$ cat config.mk
export PLATFORM = sky130hd
export DESIGN_NAME = game_sequencer
export DESIGN_NICKNAME = d
export VERILOG_FILES = /design/src/rtl/game_sequencer.sv
export SDC_FILE = /design/constraint.sdc
export NUM_CORES = 1
export LEC_CHECK = 0
export ABC_AREA = 1
export CORE_MARGIN = 4
export CORE_UTILIZATION = 25
export CTS_BUF_LIST = sky130_fd_sc_hd__clkbuf_8
export DETAILED_ROUTE_END_ITERATION = 8
export DONT_BUFFER_PORTS = 1
export PLACE_DENSITY = 0.35
export SYNTH_ARGS = -nofsm -noshare
export SYNTH_HDL_FRONTEND = slang
export SYNTH_SLANG_ARGS = --single-unit
$ cat constraint.sdc
create_clock -name clk -period 5.4 [get_ports clk]
set_input_delay 0.81 -clock clk [delete_from_list [all_inputs] [get_ports clk]]
set_output_delay 0.81 -clock clk [all_outputs]
set_load 0.02 [all_outputs]
$ cat src/rtl/game_sequencer.sv
// game_sequencer: top-level mode controller for the binary refinement game.
// Walks the player through name entry, score/leaderboard display, a timed
// challenge round and a result screen. Generates the 8-bit challenge from a
// free-running LFSR, counts the round down on the 1 Hz tick, scores the
// submission and keeps the single-entry leaderboard. Every output is a register.
module game_sequencer #(
  parameter int unsigned GAME_TIME   = 20,     // challenge length in seconds (1..63)
  parameter int unsigned RESULT_TIME = 2,      // seconds the result is shown (1..15)
  parameter logic [7:0]  LFSR_SEED   = 8'hA5,  // LFSR reset value, must be nonzero
  parameter int unsigned SCORE_W     = 16      // width of score registers
) (
  input  logic               clk,
  input  logic               rst,
  input  logic               tick_1hz,
  input  logic               btn_newgame,
  input  logic               btn_newplayer,
  input  logic               btn_score,
  input  logic               btn_submit,
  input  logic [7:0]         sw,
  input  logic               key_valid,
  input  logic [3:0]         key_digit,
  output logic [2:0]         mode,
  output logic [7:0]         challenge,
  output logic [5:0]         time_left,
  output logic               is_correct,
  output logic [SCORE_W-1:0] round_points,
  output logic [SCORE_W-1:0] your_score,
  output logic [11:0]        your_name,
  output logic [11:0]        name_entry,
  output logic [1:0]         digits_entered,
  output logic [SCORE_W-1:0] leader_score,
  output logic [11:0]        leader_name
);

  // Encodings match the display demux's mode decoding.
  typedef enum logic [2:0] {
    M_SCORE     = 3'b000,
    M_LEADER    = 3'b001,
    M_GAME      = 3'b010,
    M_RESULT    = 3'b011,
    M_NEWPLAYER = 3'b100
  } mode_t;

  localparam logic [5:0] GAME_TIME_V   = 6'(GAME_TIME);
  localparam logic [3:0] RESULT_TIME_V = 4'(RESULT_TIME);

  mode_t              state;
  logic [7:0]         lfsr;
  logic               lfsr_fb;
  logic [3:0]         res_cnt;

  logic               guess_ok;
  logic [SCORE_W-1:0] earned;
  logic [SCORE_W:0]   score_sum;
  logic [SCORE_W-1:0] next_score;
  logic               digit_ok;

  // Taps for x^8+x^6+x^5+x^4+1; a nonzero seed keeps the register off the
  // all-zero lock-up state forever.
  assign lfsr_fb = lfsr[7] ^ lfsr[5] ^ lfsr[4] ^ lfsr[3];

  assign mode = state;

  // Submission scoring: points equal the seconds still on the clock, and the
  // running total saturates instead of wrapping.
  always_comb begin
    // NOTE: every always_comb output gets a default first so no path can leave
    // it unassigned, which is what would otherwise infer a latch.
    guess_ok   = 1'b0;
    earned     = '0;
    score_sum  = '0;
    next_score = '0;
    digit_ok   = 1'b0;

    guess_ok   = (sw == challenge);
    earned     = guess_ok ? SCORE_W'(time_left) : '0;
    score_sum  = {1'b0, your_score} + {1'b0, earned};
    next_score = score_sum[SCORE_W] ? '1 : score_sum[SCORE_W-1:0];
    digit_ok   = key_valid && (key_digit <= 4'd9) && (digits_entered != 2'd3);
  end

  // Free-running challenge source, stepping every clock outside reset.
  always_ff @(posedge clk) begin
    // NOTE: clocked state uses non-blocking assignments so every register in
    // the design samples the pre-edge values, regardless of statement order.
    if (rst) begin
      lfsr <= LFSR_SEED;
    end else begin
      lfsr <= {lfsr[6:0], lfsr_fb};
    end
  end

  // Mode FSM together with every registered output it owns.
  always_ff @(posedge clk) begin
    if (rst) begin
      state          <= M_NEWPLAYER;
      challenge      <= '0;
      time_left      <= '0;
      is_correct     <= 1'b0;
      round_points   <= '0;
      your_score     <= '0;
      your_name      <= '0;
      name_entry     <= '0;
      digits_entered <= '0;
      leader_score   <= '0;
      leader_name    <= '0;
      res_cnt        <= '0;
    end else begin
      case (state)
        // Collect three decimal digits, then hand the name to the score view.
        M_NEWPLAYER: begin
          if (btn_submit && (digits_entered == 2'd3)) begin
            your_name  <= name_entry;
            your_score <= '0;
            state      <= M_SCORE;
          end else if (digit_ok) begin
            // First digit typed ends up in [11:8] after three shifts.
            name_entry     <= {name_entry[7:0], key_digit};
            digits_entered <= digits_entered + 2'd1;
          end
        end

        // Idle views: newplayer beats newgame beats the view toggle.
        M_SCORE, M_LEADER: begin
          if (btn_newplayer) begin
            name_entry     <= '0;
            digits_entered <= '0;
            state          <= M_NEWPLAYER;
          end else if (btn_newgame) begin
            challenge <= lfsr;
            time_left <= GAME_TIME_V;
            state     <= M_GAME;
          end else if (btn_score) begin
            state <= (state == M_SCORE) ? M_LEADER : M_SCORE;
          end
        end

        // Countdown. A submit in the same cycle as a tick is scored with the
        // pre-decrement time and suppresses the timeout.
        M_GAME: begin
          if (btn_submit) begin
            is_correct   <= guess_ok;
            round_points <= earned;
            your_score   <= next_score;
            // Strict compare: an equal score does not displace the holder.
            if (next_score > leader_score) begin
              leader_score <= next_score;
              leader_name  <= your_name;
            end
            res_cnt <= '0;
            state   <= M_RESULT;
          end else if (tick_1hz) begin
            if (time_left == 6'd1) begin
              time_left    <= '0;
              is_correct   <= 1'b0;
              round_points <= '0;
              res_cnt      <= '0;
              state        <= M_RESULT;
            end else begin
              time_left <= time_left - 6'd1;
            end
          end
        end

        // Show the outcome for RESULT_TIME seconds; buttons are ignored here.
        M_RESULT: begin
          if (tick_1hz) begin
            res_cnt <= res_cnt + 4'd1;
            if ((res_cnt + 4'd1) == RESULT_TIME_V) begin
              state <= M_SCORE;
            end
          end
        end

        default: begin
          state <= M_NEWPLAYER;
        end
      endcase
    end
  end

endmodule

==> impl_metrics.ini, run 1 <==
[outcome]
status = finished clean

[logic_synthesis]
yosys-top-cells-area = dfxtp_1 38%, nand2_1 12%, a21oi_1 7.3%
synthSimpleGateAreaFrac = 0.269
synthMostInstantiatedCell = nand2_1
synth_top_family_by_area = simple AND/OR/NAND/NOR gates
avgSynthCellArea_um2 = 6.94
ys_seq_area_frac = 0.384
synthCells = 795
synthAdderAreaFrac = 0.0648
ys_ff_latch = 106
yosysWarningCount = 0
synth_mux_area_frac = 0
synth_xor_area_frac = 0.0190
yosys.area.top_type = dfxtp_1
synth_top_area_share = 0.384
synth_compound_area_frac = 0.157
synth_common_cells = 174 x nand2_1, 106 x dfxtp_1, 98 x inv_1
synth.distinct_cells = 36
ys.flop_type = dfxtp_1
netlist_area_mm2 = 0.00552
synth_edf_count = 0
synthArstFlopShare = 0

[timing]
setup_viol = 0
fin_tns_setup_ns = 0
grt_setup_unrepaired = no
fin_skew_ns = 0.0149
setup_ws_ns = 0.813
fin_crit_sh = 0.850
maxSlewViolCount = 0
hold_violations = 0
timing.fmax_mhz = 218
min_period_ns = 4.59
slew_headroom = 0.265
worst_slew_pin_slew_ns = 1.10

[pwr]
peakVddDrop_v = 0.000241
p_leak_nw = 2.46
p_per_area_mw_per_mm2 = 327
total_power_mw = 1.94

[cells_and_area]
final_net_count = 830
diodes = 0
nFillCells = 2409
syn_to_final_growth_pct = 7.55
layoutNonFillerInstCount = 1067
drive_gt1_frac = 0.0483
seq_area_mm2 = 0.00212
multi_input_area_mm2 = 0.00285
fin_util = 0.273

[global_route]
grt_use_total = 0.138
grt.met2_usage = 0.223
grt_remaining_overflow = 0
grt_pass1_vias = 4871
grt_max_degree = 63
antenna_found_initial = 0
grt_use_met1 = 0.176
top_usage_layer = met2
met3_usage = 0.0404
grt_pass1_wl_um = 26700

[clocking]
numCtsBuffers = 9
cts_resized = 0
path_clk_slew_ns = 0.11
cts.sinks = 106
worst_skew_pair.late_latency_ns = 0.38
cts_tree = yes
holdBufCountCts = 0
htreeDepth = 3
post-cts-setup-buffers = 0
cts_root_buf = clkbuf_8
clock_path_buffers = 2

[floorplanning]
row_count = 54
initial_core_util = 0.254
dieWidth_um = 157
dieArea_mm2 = 0.0245
die_h_um = 157
core_mm2 = 0.0218
ios = 124

[detailed_routing]
wl_um = 16700
avgViaCountPerCell = 4.59
num_vias = 4898
drc = 0
drtPass1Iterations = 4
avgRoutedWirePerCell_um = 15.6
drt_iter0_markers = 258
ant_nets = 0

[placed_design]
place_congestion = 0.804
placed_cells_incl_taps = 1051
port_buffers = 0
hpwlAfterDp_um = 12400
preCtsSetupSlack_ns = 0.457

[critical_path]
critPathRequiredTime_ns = 5.72
setup.worst_path.end_class = register
cp_data_arrival_time_ns = 4.91
critPathLaunchType = register
crit_path_max_fanout = 32
critPathKind = reg2reg

[flow_run]
drv_cap = 0

[worst_hold_path]
min_path_type = reg2reg
-- critical path, cell delays in order, from the launching register on --
cell	delay, ns
dfxtp_1	0.51
xnor2_1	0.16
nand2_1	0.12
nor3_1	0.16
nand2_1	0.20
nor2_1	0.17
ha_1	0.20
inv_1	0.06
fa_1	0.39
inv_1	0.09
nand3_1	0.08
nand3_1	0.13
nand2_1	0.12
nand2_1	0.09
nand3_1	0.25
nand3_1	0.21
ha_1	0.16
nand2_1	0.08
nor2_1	0.29
nand2_1	0.10
nand2_1	0.07
nand2_1	0.06
nand2_1	0.09
buf_4	0.36
nand3_1	0.19
a21oi_1	0.17
-- layer usage --
metal | vias to the layer above | wire length, um
met1 | 2220 | 7590
met5 | - | 0
met3 | 17 | 1100
met4 | 0 | 316
li1 | 2546 | -
met2 | 115 | 7670
-- flip-flops by register name (all words and copies together), names as in the netlist --
signal,count
leader_score,16
your_score,16
leader_name,12
name_entry,12
your_name,12
challenge,8
lfsr,8
round_points,6
time_left,6
res_cnt,4
mode,3
digits_entered,2
is_correct,1
-- cell families after synthesis --
group | after synthesis
other | 1
AND/OR/NAND/NOR | 350
AO/OA/AOI/OAI | 159
adder cells (fa/ha/maj) | 28
buffers and inverters | 139
flip-flops | 106
XOR/XNOR | 12
-- final timing paths --
| kind | from | to | slack [ns] | cells past startpoint |
|---|---|---|---|---|
| worst max-delay path | challenge[3]$_SDFFE_PP0P_ | leader_name[0]$_SDFFE_PP0P_ | 0.81 | 25 |
| worst min-delay path | lfsr[2]$_SDFF_PP1_ | lfsr[3]$_SDFF_PP0_ | 0.44 | 2 |
| worst max register to register | challenge[3]$_SDFFE_PP0P_ | leader_name[0]$_SDFFE_PP0P_ | 0.81 | 25 |
| worst min register to register | lfsr[2]$_SDFF_PP1_ | lfsr[3]$_SDFF_PP0_ | 0.44 | 2 |
-- power breakdown --
part	total, mW	switching [mW]	internal, mW
registers	1.07	0.207	0.864
logic	0.366	0.238	0.128
clock network	0.504	0.305	0.199
-- cell type report --
class,count,share of cell area
repair buffers,5,0.00632
multi-input cells,559,0.480
clock inverters,5,0.00738
flip-flops and latches,106,0.358
well taps,280,0.0590
inverters,101,0.0639
clock buffers,11,0.0255
-- through the flow --
stage	hold WS, ns	instance area, um^2
6_report	0.435	5940
5_1_grt	0.459	5940
4_1_cts	0.439	5940
3_5_place_dp	0.414	5740
3_3_place_gp	0.423	5740
2_1_floorplan	0.392	5550
-- placed cells by master (no fill, tap or decap), types with 2 or more instances in the layout --
cell / synthesis / layout
or2_2: 5 / 5
ha_1: 27 / 27
clkinvlp_4: 0 / 2
nor3_1: 7 / 7
xnor2_1: 5 / 5
a21oi_2: 2 / 2
nor2_8: 2 / 2
nand2_1: 174 / 174
a31oi_1: 2 / 2
o21ai_0: 54 / 54
a21oi_1: 81 / 81
a211oi_1: 13 / 13
buf_4: 12 / 5
clkbuf_8: 0 / 11
nand2_2: 2 / 2
nand4_1: 10 / 10
inv_2: 3 / 3
inv_1: 98 / 98
nor2_1: 85 / 85
conb_1: 1 / 10
nand3_1: 62 / 62
xor2_1: 7 / 7
dfxtp_1: 106 / 106
Note: power is estimated with default switching activity, not from simulation.
==> inputs of run 2 (changes only) <==
Clock period 5.4 ns to 4.63 ns, I/O delays scaled along.
==> run 2 against run 1 <==
Compared with the run above:
- critical path depth rose by 1
- core utilization rose by 1.2 points
- power is 21% higher
- combinational power grew 21%
- count of clock-buffer cells in the layout down 2
- flip-flop and latch count is the same
- critical path type unchanged
- sequential share of layout area down 1.5 points
==> impl_metrics.ini, run 2 (synthesis gave the netlist of run 1 again) <==
[outcome]
status = finished clean

[critical_path]
critPathRequiredTime_ns = 4.97
critPathKind = reg2reg
setup.worst_path.end_class = register
crit_path_top_delay_cell = dfxtp_1
path_buf_inv = 5
crit_path_max_fanout = 16
worst_path_most_repeated_cell = nand2_1
critPathLaunchType = register
cp_data_arrival_time_ns = 4.44
crit_family = simple AND/OR/NAND/NOR gates
max_stage_delay_ns = 0.52

[detailed_routing]
met2WireLength_um = 7960
met3WireLength_um = 1090
drc = 0
avgViaCountPerCell = 4.63
drt-met1-wl_um = 7890
top_layer = met4
wl_um = 17000
num_vias = 5058
drt_iter0_markers = 285
drtPass1Iterations = 4
avgRoutedWirePerCell_um = 15.6
ant_nets = 0

[global_route]
antenna_found_initial = 0
grt_max_degree = 63
grt_use_total = 0.138
grt_pass1_vias = 4844
grt_pass1_wl_um = 26800
grt_remaining_overflow = 0

[clocking]
htreeDepth = 3
worst_skew_pair.late_latency_ns = 0.39
cts_root_buf = clkbuf_8
holdBufCountCts = 0
path_clk_slew_ns = 0.13
cts.sinks = 106
numCtsBuffers = 9
cts_tree = yes
clock_path_buffers = 2

[timing]
setup_viol = 0
maxSlewViolCount = 0
grt_setup_unrepaired = no
setup_ws_ns = 0.522
fin_crit_sh = 0.887
fin_tns_setup_ns = 0
slew_headroom = 0.259
fin_skew_ns = 0.0197
worst_slew_pin_slew_ns = 1.11
timing.fmax_mhz = 243
min_period_ns = 4.11
finalHoldWorstSlack_ns = 0.372
hold_violations = 0

[pwr]
peakVddDrop_v = 0.000233
switching_share = 0.389
switchingPower_mw = 0.909
p_per_area_mw_per_mm2 = 377
seqPwrFrac = 0.531
comb_power_share = 0.189
intPower_mw = 1.43
clkPwrFrac = 0.280
p_leak_nw = 2.62

[placed_design]
place_congestion = 0.774
hpwlAfterDp_um = 12700
preCtsSetupSlack_ns = 0.108
port_buffers = 0

[floorplanning]
die_h_um = 157
row_count = 54
core_mm2 = 0.0218
ios = 124
dieArea_mm2 = 0.0245
initial_core_util = 0.254
dieWidth_um = 157

[cells_and_area]
diodes = 0
final_common_cell = nand2_1
final_net_count = 856
mostFrequentLayoutCells = 174 x nand2_1, 106 x dfxtp_1, 98 x inv_1
syn_to_final_growth_pct = 12.3
drive_gt1_frac = 0.0812
top_regs = leader_score x16, your_score x16

[flow_run]
drv_cap = 0

[worst_hold_path]
min_path_type = in2reg
-- run 2: changes by cell type in the layout (fill, tap and decap cells not counted), moves of 2 or more --
cell	delta
clkinvlp_4	-2
buf_12	+3
inv_6	+2
buf_4	+23
clkbuf_8	-2
-- run 2: repair_timing --
item / in CTS / in global routing
setup buffers: 0 / 0
hold endpoints to repair: 0 / 0
setup endpoints to repair: 0 / 23
gates resized for setup: 0 / 2
-- run 2: power groups by stage --
stage	Combinational (mW)	Clock (mW)	Sequential, mW
floorplan	0.383	0	1.21
global placement	0.435	0	1.27
detailed placement	0.444	0	1.27
CTS	0.447	0.690	1.25
global route	0.510	0.717	1.26
finish	0.442	0.654	1.24
-- run 2: final timing paths --
kind                                   from                      endpoint  slack (ns)  depth (start not counted)
setup / recovery  challenge[0]$_SDFFE_PP0P_  leader_score[8]$_SDFFE_PP0P_        0.52                         26
hold / removal                          rst    name_entry[9]$_SDFFE_PP0P_        0.37                          1
setup reg to reg  challenge[0]$_SDFFE_PP0P_  leader_score[8]$_SDFFE_PP0P_        0.52                         26
hold reg to reg          lfsr[1]$_SDFF_PP0_            lfsr[2]$_SDFF_PP1_        0.45                          2
-- run 2: stage by stage --
stage	utilization	instances	instance area, um^2	power (mW)
after CTS	0.285	1093	6190	2.38
after global routing	0.285	1093	6200	2.49
after detailed placement	0.275	1077	5970	1.71
after global placement	0.275	1077	5970	1.70
final	0.285	1093	6200	2.34
after floorplan	-	804	5550	1.59
-- run 2: layout make-up --
type	count	area, um^2
Clock inverter	7	92.6
Multi-Input combinational cell	559	2860
Fill cell	2415	15600
Inverter	101	379
Tap cell	280	350
Clock buffer	9	124
Timing Repair Buffer	31	270
Sequential cell	106	2120
-- run 2: layer usage --
| metal | up-vias | track usage |
|---|---|---|
| li1 | 2598 | - |
| met3 | 9 | 0.0398 |
| met4 | 0 | 0.0310 |
| met1 | 2336 | 0.178 |
| met2 | 115 | 0.228 |
| met5 | - | 0 |
-- run 2: worst reg2reg max path: cells and delay by family (launching register included) --
kind	cells	cell delay, ns
adders and majority gates	3	0.81
and+or+nand+nor	14	1.43
buffers and inverters	5	0.64
AOI/OAI and AO/OA	4	0.65
DFF	1	0.52
